File: src/rtl/sensor_gen.sv
// Multi-channel synthetic sensor sample generator: HOLD / RAMP / TRI waveforms
// (plus LFSR NOISE when compiled with SENSOR_GEN_NOISE_EN), rate-divided and clamped.
module sensor_gen #(
  parameter int W     = 8,
  parameter int NCH   = 3,
  parameter int PHASE = 32,
  parameter int DIV_W = 8
) (
  input  logic               clk,
  input  logic               rst,
  input  logic               en,
  input  logic [1:0]         mode,
  input  logic [DIV_W-1:0]   rate_div,
  input  logic [W-1:0]       step,
  input  logic [W-1:0]       clamp_max,
  output logic [NCH*W-1:0]   data,
  output logic               valid,
  output logic [7:0]         seq
);

  typedef enum logic [1:0] {
    MODE_HOLD  = 2'b00,
    MODE_RAMP  = 2'b01,
    MODE_TRI   = 2'b10,
    MODE_NOISE = 2'b11
  } mode_e;

  // Per-channel start offset, truncated to the sample width.
  function automatic logic [W-1:0] phase_off(input int k);
    return W'(k * PHASE);
  endfunction

  logic [DIV_W-1:0] div_cnt;
  logic             tick;
  mode_e            eff_mode;
  mode_e            last_mode;

  logic [W-1:0]     acc     [NCH];
  logic [W-1:0]     acc_nxt [NCH];
  logic [NCH-1:0]   dir;
  logic [NCH-1:0]   dir_nxt;
  logic [NCH*W-1:0] data_nxt;

`ifdef SENSOR_GEN_NOISE_EN
  logic [15:0] lfsr;
  logic [15:0] lfsr_nxt;

  // Right-shifting Galois form of x^16+x^14+x^13+x^11+1.
  assign lfsr_nxt = {1'b0, lfsr[15:1]} ^ (lfsr[0] ? 16'hB400 : 16'h0000);
`endif

  assign tick = en && (div_cnt == rate_div);

  always_comb begin
    eff_mode = mode_e'(mode);
`ifndef SENSOR_GEN_NOISE_EN
    if (mode == MODE_NOISE) eff_mode = MODE_HOLD;
`endif
  end

  // NOTE: every signal written here gets a default before any branch; a path
  // that leaves one unassigned would infer a latch.
  always_comb begin : next_state
    logic [W:0]   up_sum;
    logic         dir_k;
    logic [W-1:0] value;
    up_sum   = '0;
    dir_k    = 1'b0;
    value    = '0;
    data_nxt = '0;
    dir_nxt  = dir;
    for (int k = 0; k < NCH; k++) begin
      acc_nxt[k] = acc[k];
      up_sum     = {1'b0, acc[k]} + {1'b0, step};
      // A fresh entry into TRI always starts climbing.
      dir_k      = (last_mode == MODE_TRI) ? dir[k] : 1'b0;
      case (eff_mode)
        MODE_RAMP: acc_nxt[k] = acc[k] + step;
        MODE_TRI: begin
          if (!dir_k) begin
            if (up_sum >= {1'b0, clamp_max}) begin
              acc_nxt[k] = clamp_max;
              dir_nxt[k] = 1'b1;
            end else begin
              acc_nxt[k] = up_sum[W-1:0];
              dir_nxt[k] = 1'b0;
            end
          end else begin
            if (acc[k] < step) begin
              acc_nxt[k] = '0;
              dir_nxt[k] = 1'b0;
            end else begin
              acc_nxt[k] = acc[k] - step;
              dir_nxt[k] = 1'b1;
            end
          end
        end
        default: acc_nxt[k] = acc[k];
      endcase
      value = acc_nxt[k];
`ifdef SENSOR_GEN_NOISE_EN
      if (eff_mode == MODE_NOISE) value = lfsr_nxt[W-1:0] ^ phase_off(k);
`endif
      data_nxt[k*W +: W] = (value > clamp_max) ? clamp_max : value;
    end
  end

  // NOTE: sequential state uses non-blocking assignments so every register
  // samples the pre-edge values, independent of statement order.
  always_ff @(posedge clk or negedge rst) begin
    if (!rst) begin
      // NOTE: acc/dir are small register banks, not RAM, so they are reset
      // explicitly to their phase offsets.
      for (int k = 0; k < NCH; k++) acc[k] <= phase_off(k);
      dir       <= '0;
      div_cnt   <= '0;
      valid     <= 1'b0;
      seq       <= '0;
      data      <= '0;
      last_mode <= MODE_HOLD;
`ifdef SENSOR_GEN_NOISE_EN
      lfsr      <= 16'hACE1;
`endif
    end else begin
      valid <= tick;
      if (!en || tick) div_cnt <= '0;
      else             div_cnt <= div_cnt + 1'b1;
      if (tick) begin
        for (int k = 0; k < NCH; k++) acc[k] <= acc_nxt[k];
        dir       <= dir_nxt;
        data      <= data_nxt;
        seq       <= seq + 8'd1;
        last_mode <= eff_mode;
`ifdef SENSOR_GEN_NOISE_EN
        if (eff_mode == MODE_NOISE) lfsr <= lfsr_nxt;
`endif
      end
    end
  end

endmodule

File: config.mk
export PLATFORM = sky130hd
export DESIGN_NAME = sensor_gen
export DESIGN_NICKNAME = d
export VERILOG_FILES = /design/src/rtl/sensor_gen.sv
export SDC_FILE = /design/constraint.sdc
export NUM_CORES = 1
export LEC_CHECK = 0
export BUFFER_PORTS_ARGS = -buffer_cell sky130_fd_sc_hd__clkbuf_2
export CAP_MARGIN = 5
export CORE_AREA = 2 2 123 125
export CTS_CLUSTER_SIZE = 24
export DETAILED_ROUTE_END_ITERATION = 10
export DIE_AREA = 0 0 125 127
export PLACE_DENSITY_LB_ADDON = 0.3
export SYNTH_ARGS = -nofsm -noshare
export SYNTH_HDL_FRONTEND = slang
export SYNTH_SLANG_ARGS = --single-unit
File: constraint.sdc
create_clock -name clk -period 10.6 [get_ports clk]
set_input_delay 0 -clock clk [delete_from_list [all_inputs] [get_ports clk]]
set_output_delay 0 -clock clk [all_outputs]
set_load 0.02 [all_outputs]
==> impl_metrics.tcl, run 1 <==
set metrics [dict create \
    status "complete, no violations" \
    p_per_area_mw_per_mm2 120 \
    nets 1065 \
    core-area_mm2 0.0144 \
    postCtsResizedCells 0 \
    worst_slew_pin_slew_ns 1.10 \
    track_usage 0.279 \
    fp.dieH_um 127 \
    critical_path_required_ns 10.83 \
    antenna_found_initial 0 \
    slew_headroom 0.267 \
    via_per_inst 6.13 \
    utilization 0.565 \
    cts.sinks 70 \
    syn2layout_area_growth_pct 10.1 \
    synth_area_per_cell_um2 8.33 \
    hold_class "in2reg" \
    grt_pass1_vias 6590 \
    fmax_ghz 0.162 \
    rsz0062_at_grt "false" \
    rows 44 \
    cts_inserted_buffers 9 \
    drtIter0Drc 714 \
    htree_levels 3 \
    cts_root_buffer "clkbuf_16" \
    finClkSkew_ns 0.00756 \
    initial_core_util 0.513 \
    setup_viol 0 \
    route.vias.total 6870 \
    die_x_um 125 \
    setup_tns_ns 0 \
    clk-insertion-delay-late_ns 0.34 \
    path_clk_slew_ns 0.06 \
    critical_path_class "reg2reg" \
    synth_cell_types 78 \
    cp-end-kind "flop" \
    drtPass1Iterations 6 \
    drt-total-wl_um 22100 \
    max_cap_viol_count 0 \
    grt_first_pass_wirelength_um 34900 \
    synth_top_area_frac 0.230 \
    worst-endpoint-arrival_ns 6.42 \
    synth-main-ff-cell "dfrtp_1" \
    synth_edf_count 0 \
    peakVddDrop_mv 0.214 \
    yosysSeqAreaShare 0.237 \
    synth.most_common_cell "ha_1" \
    ys_warn_count 0 \
    power.total_w 0.000980 \
    synth_seq_cells 70 \
    critPathLaunchType "flop" \
    synthArstFlopShare 1.00 \
    fin_cells 1120 \
    dp.final_hpwl_um 16400 \
    synth_common_cells "ha_1 (100), nor2_1 (84), a21oi_1 (70)" \
    leakagePower_nw 3.93 \
    drive_above_1_share 0.126 \
    die_area_mm2 0.0159 \
    crit_fanout 14 \
    grt_max_degree 71 \
    fin_crit_ns 6.19 \
    period_share 0.584 \
    io_buffers 61 \
    cts_buffer_depth 2 \
    grt-ovfl-total 0 \
    dp_cells 1102 \
    drc 0 \
    netlist_top_cells_area "dfrtp_1 (23%), ha_1 (17%), a21oi_1 (4.7%)" \
    final_antenna_net_count 0 \
    synth_area_mm2 0.00740 \
    gp_congestion 0.958 \
    wire_per_inst_um 19.7 \
    drv_slew 0 \
    yosysTopAreaCell "dfrtp_1" \
    cts_tree "done" \
    synth_nets 1024 \
    finalHoldViolations 0 \
    ios 62 \
    syn_inst 889 \
]
## path summary, 6_finish.rpt
path / start / to / slack (ns) / depth (start not counted)
setup / recovery: acc[3] / data[16] / 4.41 / 21
hold / removal: clamp_max[1] / data[1] / 0.08 / 3
setup reg to reg: acc[3] / data[16] / 4.41 / 21
hold reg to reg: data[5] / data[5] / 0.48 / 2
max in group asynchronous: rst / acc[16] / 9.65 / 2
min in group asynchronous: rst / acc[5] / 0.33 / 2
## metrics by stage
stage | hold slack (ns) | worst slack (ns) | cell area, um^2
2_1_floorplan | -0.296 | 5.56 | 7400
3_3_place_gp | 0.189 | 4.80 | 7810
3_5_place_dp | 0.199 | 4.58 | 7810
4_1_cts | 0.0532 | 4.54 | 8150
5_1_grt | 0.111 | 3.97 | 8150
6_report | 0.0843 | 4.41 | 8150
## sequential cells by signal, indices dropped and copies added, names as in the netlist
register and cells:
acc 24, data 24, div_cnt 8, seq 8, dir 3, last_mode 2
valid 1
## cell usage in the layout, fill, tap and decap left out, types with 4 or more instances in the layout
cell type and n:
a21o_1 16, o21ai_0 39, o21bai_1 7, a221oi_1 12
or3_1 6, nor3_1 17, xor2_1 16, nand2_1 67
a21oi_1 70, nor4_1 4, o31ai_1 16, dfrtp_1 68
fa_1 6, a31oi_1 4, inv_1 65, nor2b_1 12
o21a_1 16, a211oi_1 12, xnor2_1 35, a211oi_2 4
clkbuf_2 60, and3_1 8, mux2_2 12, mux2i_1 9
a221o_1 5, buf_4 8, and2_1 7, nor2_1 84
nand4_1 8, o22ai_1 7, o21ai_1 12, o211a_1 4
nand3b_1 4, o211ai_1 4, ha_1 100, nand3_1 22
nand2b_1 11, clkbuf_16 9, nor3b_1 4
## layer usage
layer | share of wire | GRT usage | vias up | wire length (um)
li1 | - | - | 3297 | -
met1 | 0.44 | 0.372 | 3207 | 9630
met2 | 0.45 | 0.443 | 289 | 9900
met3 | 0.067 | 0.0557 | 77 | 1490
met4 | 0.048 | 0.124 | 0 | 1060
met5 | 0 | 0 | - | 0
## power by group
| part | switching (W) | internal (W) | leakage [nW] |
|---|---|---|---|
| sequential | 0.0000156 | 0.000283 | 0.945 |
| combinational | 0.000214 | 0.000133 | 2.82 |
| clock | 0.000121 | 0.000213 | 0.160 |
## critical path: stages (launching register included)
cell and delay (ns):
dfrtp_1 0.44, ha_1 0.55, nor2b_2 0.10, o31ai_1 0.34, nand2_1 0.11, xnor2_1 0.26
ha_1 0.32, a21oi_1 0.16, nand2_1 0.07, a2111o_1 0.46, nor3_2 0.68, mux2_1 0.38
a221oi_1 0.25, a2bb2oi_1 0.36, inv_1 0.08, ha_1 0.29, o21a_1 0.11, o21ai_0 0.15
a21o_1 0.43, mux2i_1 0.25, a311oi_1 0.07, a21o_1 0.20
## area by class of cell
type | count | area, um^2
diodes | 1 | 2.50
clock inverters | 5 | 82.6
flip-flops and latches | 70 | 1750
multi-input cells | 715 | 5220
inverters | 65 | 244
well taps | 184 | 230
clock buffers | 11 | 243
repair buffers | 69 | 370
fillers | 1317 | 6280
## timing repair
action,4_1_cts,5_1_grt
hold buffers,1,0
setup buffers,0,0
hold endpoints to repair,68,0
## cells by family after synthesis
family / after synthesis / synth area share
mux: 23 / 0.0340
buf+inv: 104 / 0.0581
compound gates: 270 / 0.254
flops: 70 / 0.237
fa+ha+maj: 106 / 0.185
simple gates: 265 / 0.172
xor+xnor: 51 / 0.0603
Note: power is estimated with default switching activity, not from simulation.
==> run 2, diff against run 1 <==
- ABC_AREA: default -> 1
- CORE_AREA: 2 2 123 125 -> 2 2 128 130
- DIE_AREA: 0 0 125 127 -> 0 0 130 132
- clock period: 10.6 -> 5.65 ns (I/O delays scaled with it)
==> run 2 against run 1 <==
Non-clock buffer count down 2. Global-route usage up 2.6 points. Critical endpoint is now data[17]. Final area up 8.0%. Sequential power up 86%. Clock-buffer cell count unchanged. Largest power group unchanged. Clock power up 63%. Fmax up 27%. Die area up 8.1%. Largest cell class unchanged. Via count up 21%.
==> impl_metrics.tcl, run 2 <==
set metrics [dict create \
    drive_above_1_share 0.125 \
    route.vias.total 8327 \
    nFillCells 1571 \
    power.total_w 0.00181 \
    worst_slew_pin_slew_ns 1.14 \
    cts_inserted_buffers 9 \
    layout_common_cells "nand2_1 (406), inv_1 (172), nand3_1 (114)" \
    finClkSkew_ns 0.0111 \
    fp.dieH_um 132 \
    crit_path_start "acc[2]" \
    status "complete, no violations" \
    rsz0062_at_grt "false" \
    yosysSeqAreaShare 0.217 \
    finalHoldViolations 0 \
    syn_inst 1236 \
    period_share 0.860 \
    rr_endpoint "data[17]" \
    leakagePower_nw 5.22 \
    gp_congestion 1.04 \
    path_clk_slew_ns 0.06 \
    p_per_area_mw_per_mm2 206 \
    grt_max_degree 81 \
    antennaDiodeCount 0 \
    grt_pass1_vias 7666 \
    cts.sinks 70 \
    fmax_ghz 0.206 \
    fin_crit_ns 4.86 \
    drv_slew 0 \
    cts_tree "done" \
    synth_area_mm2 0.00808 \
    peakVddDrop_mv 0.137 \
    cts_root_buffer "clkbuf_16" \
    final_antenna_net_count 0 \
    initial_core_util 0.514 \
    slew_headroom 0.239 \
    layout_commonest_cell "nand2_1" \
    dp.final_hpwl_um 19200 \
    nets 1413 \
    clk-insertion-delay-late_ns 0.34 \
    r2r_start "acc[2]" \
    grt_first_pass_wirelength_um 40600 \
    setup_viol 0 \
    ios 62 \
    antenna_found_initial 0 \
    critical_path_required_ns 5.93 \
    drtIter0Drc 809 \
    hold_class "in2reg" \
    max_cap_viol_count 0 \
    drtPass1Iterations 8 \
    netlist_top_cells_area "dfrtp_1 (21%), nand2_1 (19%), ha_1 (15%)" \
    reg2regPathDepth 27 \
    cts_buffer_depth 2 \
    via_per_inst 5.56 \
    critPathLaunchType "flop" \
    ys_warn_count 0 \
    core-area_mm2 0.0157 \
    synth_nets 1371 \
    setup_tns_ns 0 \
    synth_top_area_frac 0.211 \
    grt-ovfl-total 0 \
    syn2layout_area_growth_pct 8.91 \
    cp-end-kind "flop" \
    synth.most_common_cell "nand2_1" \
    die_area_mm2 0.0172 \
    synth_cell_types 51 \
    track_usage 0.305 \
    synth_edf_count 0 \
    cp-endpoint "data[17]" \
    die_x_um 130 \
    synth-main-ff-cell "dfrtp_1" \
    wire_per_inst_um 17.3 \
    crit_fanout 12 \
    drc 0 \
    synth_common_cells "nand2_1 (406), inv_1 (172), nand3_1 (114)" \
    critical_path_class "reg2reg" \
    rows 46 \
    htree_levels 3 \
    rrSetupSlack_ns 0.79 \
    synth_seq_cells 70 \
    drt-total-wl_um 25900 \
    synthArstFlopShare 1.00 \
    io_buffers 61 \
    reg_top3 "acc: 24 flops, data: 24 flops" \
    synth_area_per_cell_um2 6.54 \
    worst-endpoint-arrival_ns 5.13 \
    yosysTopAreaCell "dfrtp_1" \
]
-- run 2: changes by cell type after synthesis, moves of 18 or more --
cell     delta
nand2_2    +18
o21ai_1    +19
xnor2_1    -28
or2_2      +21
inv_1     +107
a21oi_1    -28
nand2_1   +338
nor2_1     -40
nand4_1    +39
nand3_1    +92
-- run 2: area by class of cell --
class	instances	area, um^2	area share
multi-input combinational	942	5400	0.614
sequential	70	1750	0.199
inverter	188	733	0.0833
timing repair buffer	67	355	0.0404
tap	216	270	0.0307
clock buffer	11	243	0.0276
clock inverter	5	38.8	0.00441
-- run 2: worst min-delay path by stage --
stage	from	to	slack, ns	cells past startpoint
3_3_place_gp	rst	acc[3]	0.19	1
6_report	en	div_cnt[1]	0.08	3
4_1_cts	en	div_cnt[1]	0.08	3
2_1_floorplan	rst	acc[0]	-0.30	0
5_1_grt	en	div_cnt[1]	0.1	3
3_5_place_dp	rst	acc[3]	0.19	1
-- run 2: critical path, stage by stage, from the launching register on --
cell     delay (ns)
dfrtp_1        0.44
ha_1           0.52
inv_2          0.11
nand2_1        0.09
nand3_1        0.14
xor2_1         0.41
ha_1           0.35
nand2_1        0.06
or2_0          0.10
nor2_1         0.05
nor2_1         0.07
nand2_1        0.06
nand2_2        0.16
nand3_2        0.20
nand2_1        0.11
nand3_1        0.09
nand3_1        0.08
nand2_1        0.07
nand2_1        0.15
inv_1          0.08
ha_1           0.28
nand3_1        0.09
o32ai_1        0.53
buf_4          0.28
o21ai_0        0.09
inv_1          0.07
nand2_1        0.06
nand2_1        0.06
-- run 2: report_power, final --
group | leakage, nW | internal, W | total (W) | switching, W
Combinational | 4.14 | 0.000235 | 0.000711 | 0.000476
Sequential | 0.946 | 0.000528 | 0.000555 | 0.0000270
Clock | 0.137 | 0.000313 | 0.000546 | 0.000233
-- run 2: per-stage QoR --
step           setup WS [ns]   util  instances  area, um^2  hold slack, ns
6_report               0.793  0.560       1499        8800          0.0807
5_1_grt                0.323  0.560       1499        8800          0.0988
4_1_cts                0.840  0.560       1499        8800          0.0841
3_5_place_dp           0.897  0.541       1482        8510           0.194
3_3_place_gp           0.918  0.541       1482        8510           0.191
2_1_floorplan           1.52      -       1236        8080          -0.296
-- run 2: cells by family after synthesis --
| group | Yosys count | share of synthesized area |
|---|---|---|
| adder cells (fa/ha/maj) | 106 | 0.170 |
| buffers and inverters | 224 | 0.114 |
| AND/OR/NAND/NOR | 681 | 0.381 |
| AO/OA/AOI/OAI | 132 | 0.0934 |
| XOR/XNOR | 23 | 0.0249 |
| flip-flops | 70 | 0.217 |
-- run 2: timing repair --
item	4_1_cts	5_1_grt
endpoints found under the hold margin	68	0
setup buffers	0	0
hold buffers	1	0
resized for setup	0	0
-- run 2: per-layer routing --
layer	share of wire	routed length (um)	vias up	track usage
met5	0	0	-	0
met4	0.039	1000	0	0.116
met3	0.089	2310	76	0.0544
met2	0.45	11500	412	0.470
met1	0.43	11000	3768	0.426
li1	-	-	4071	-
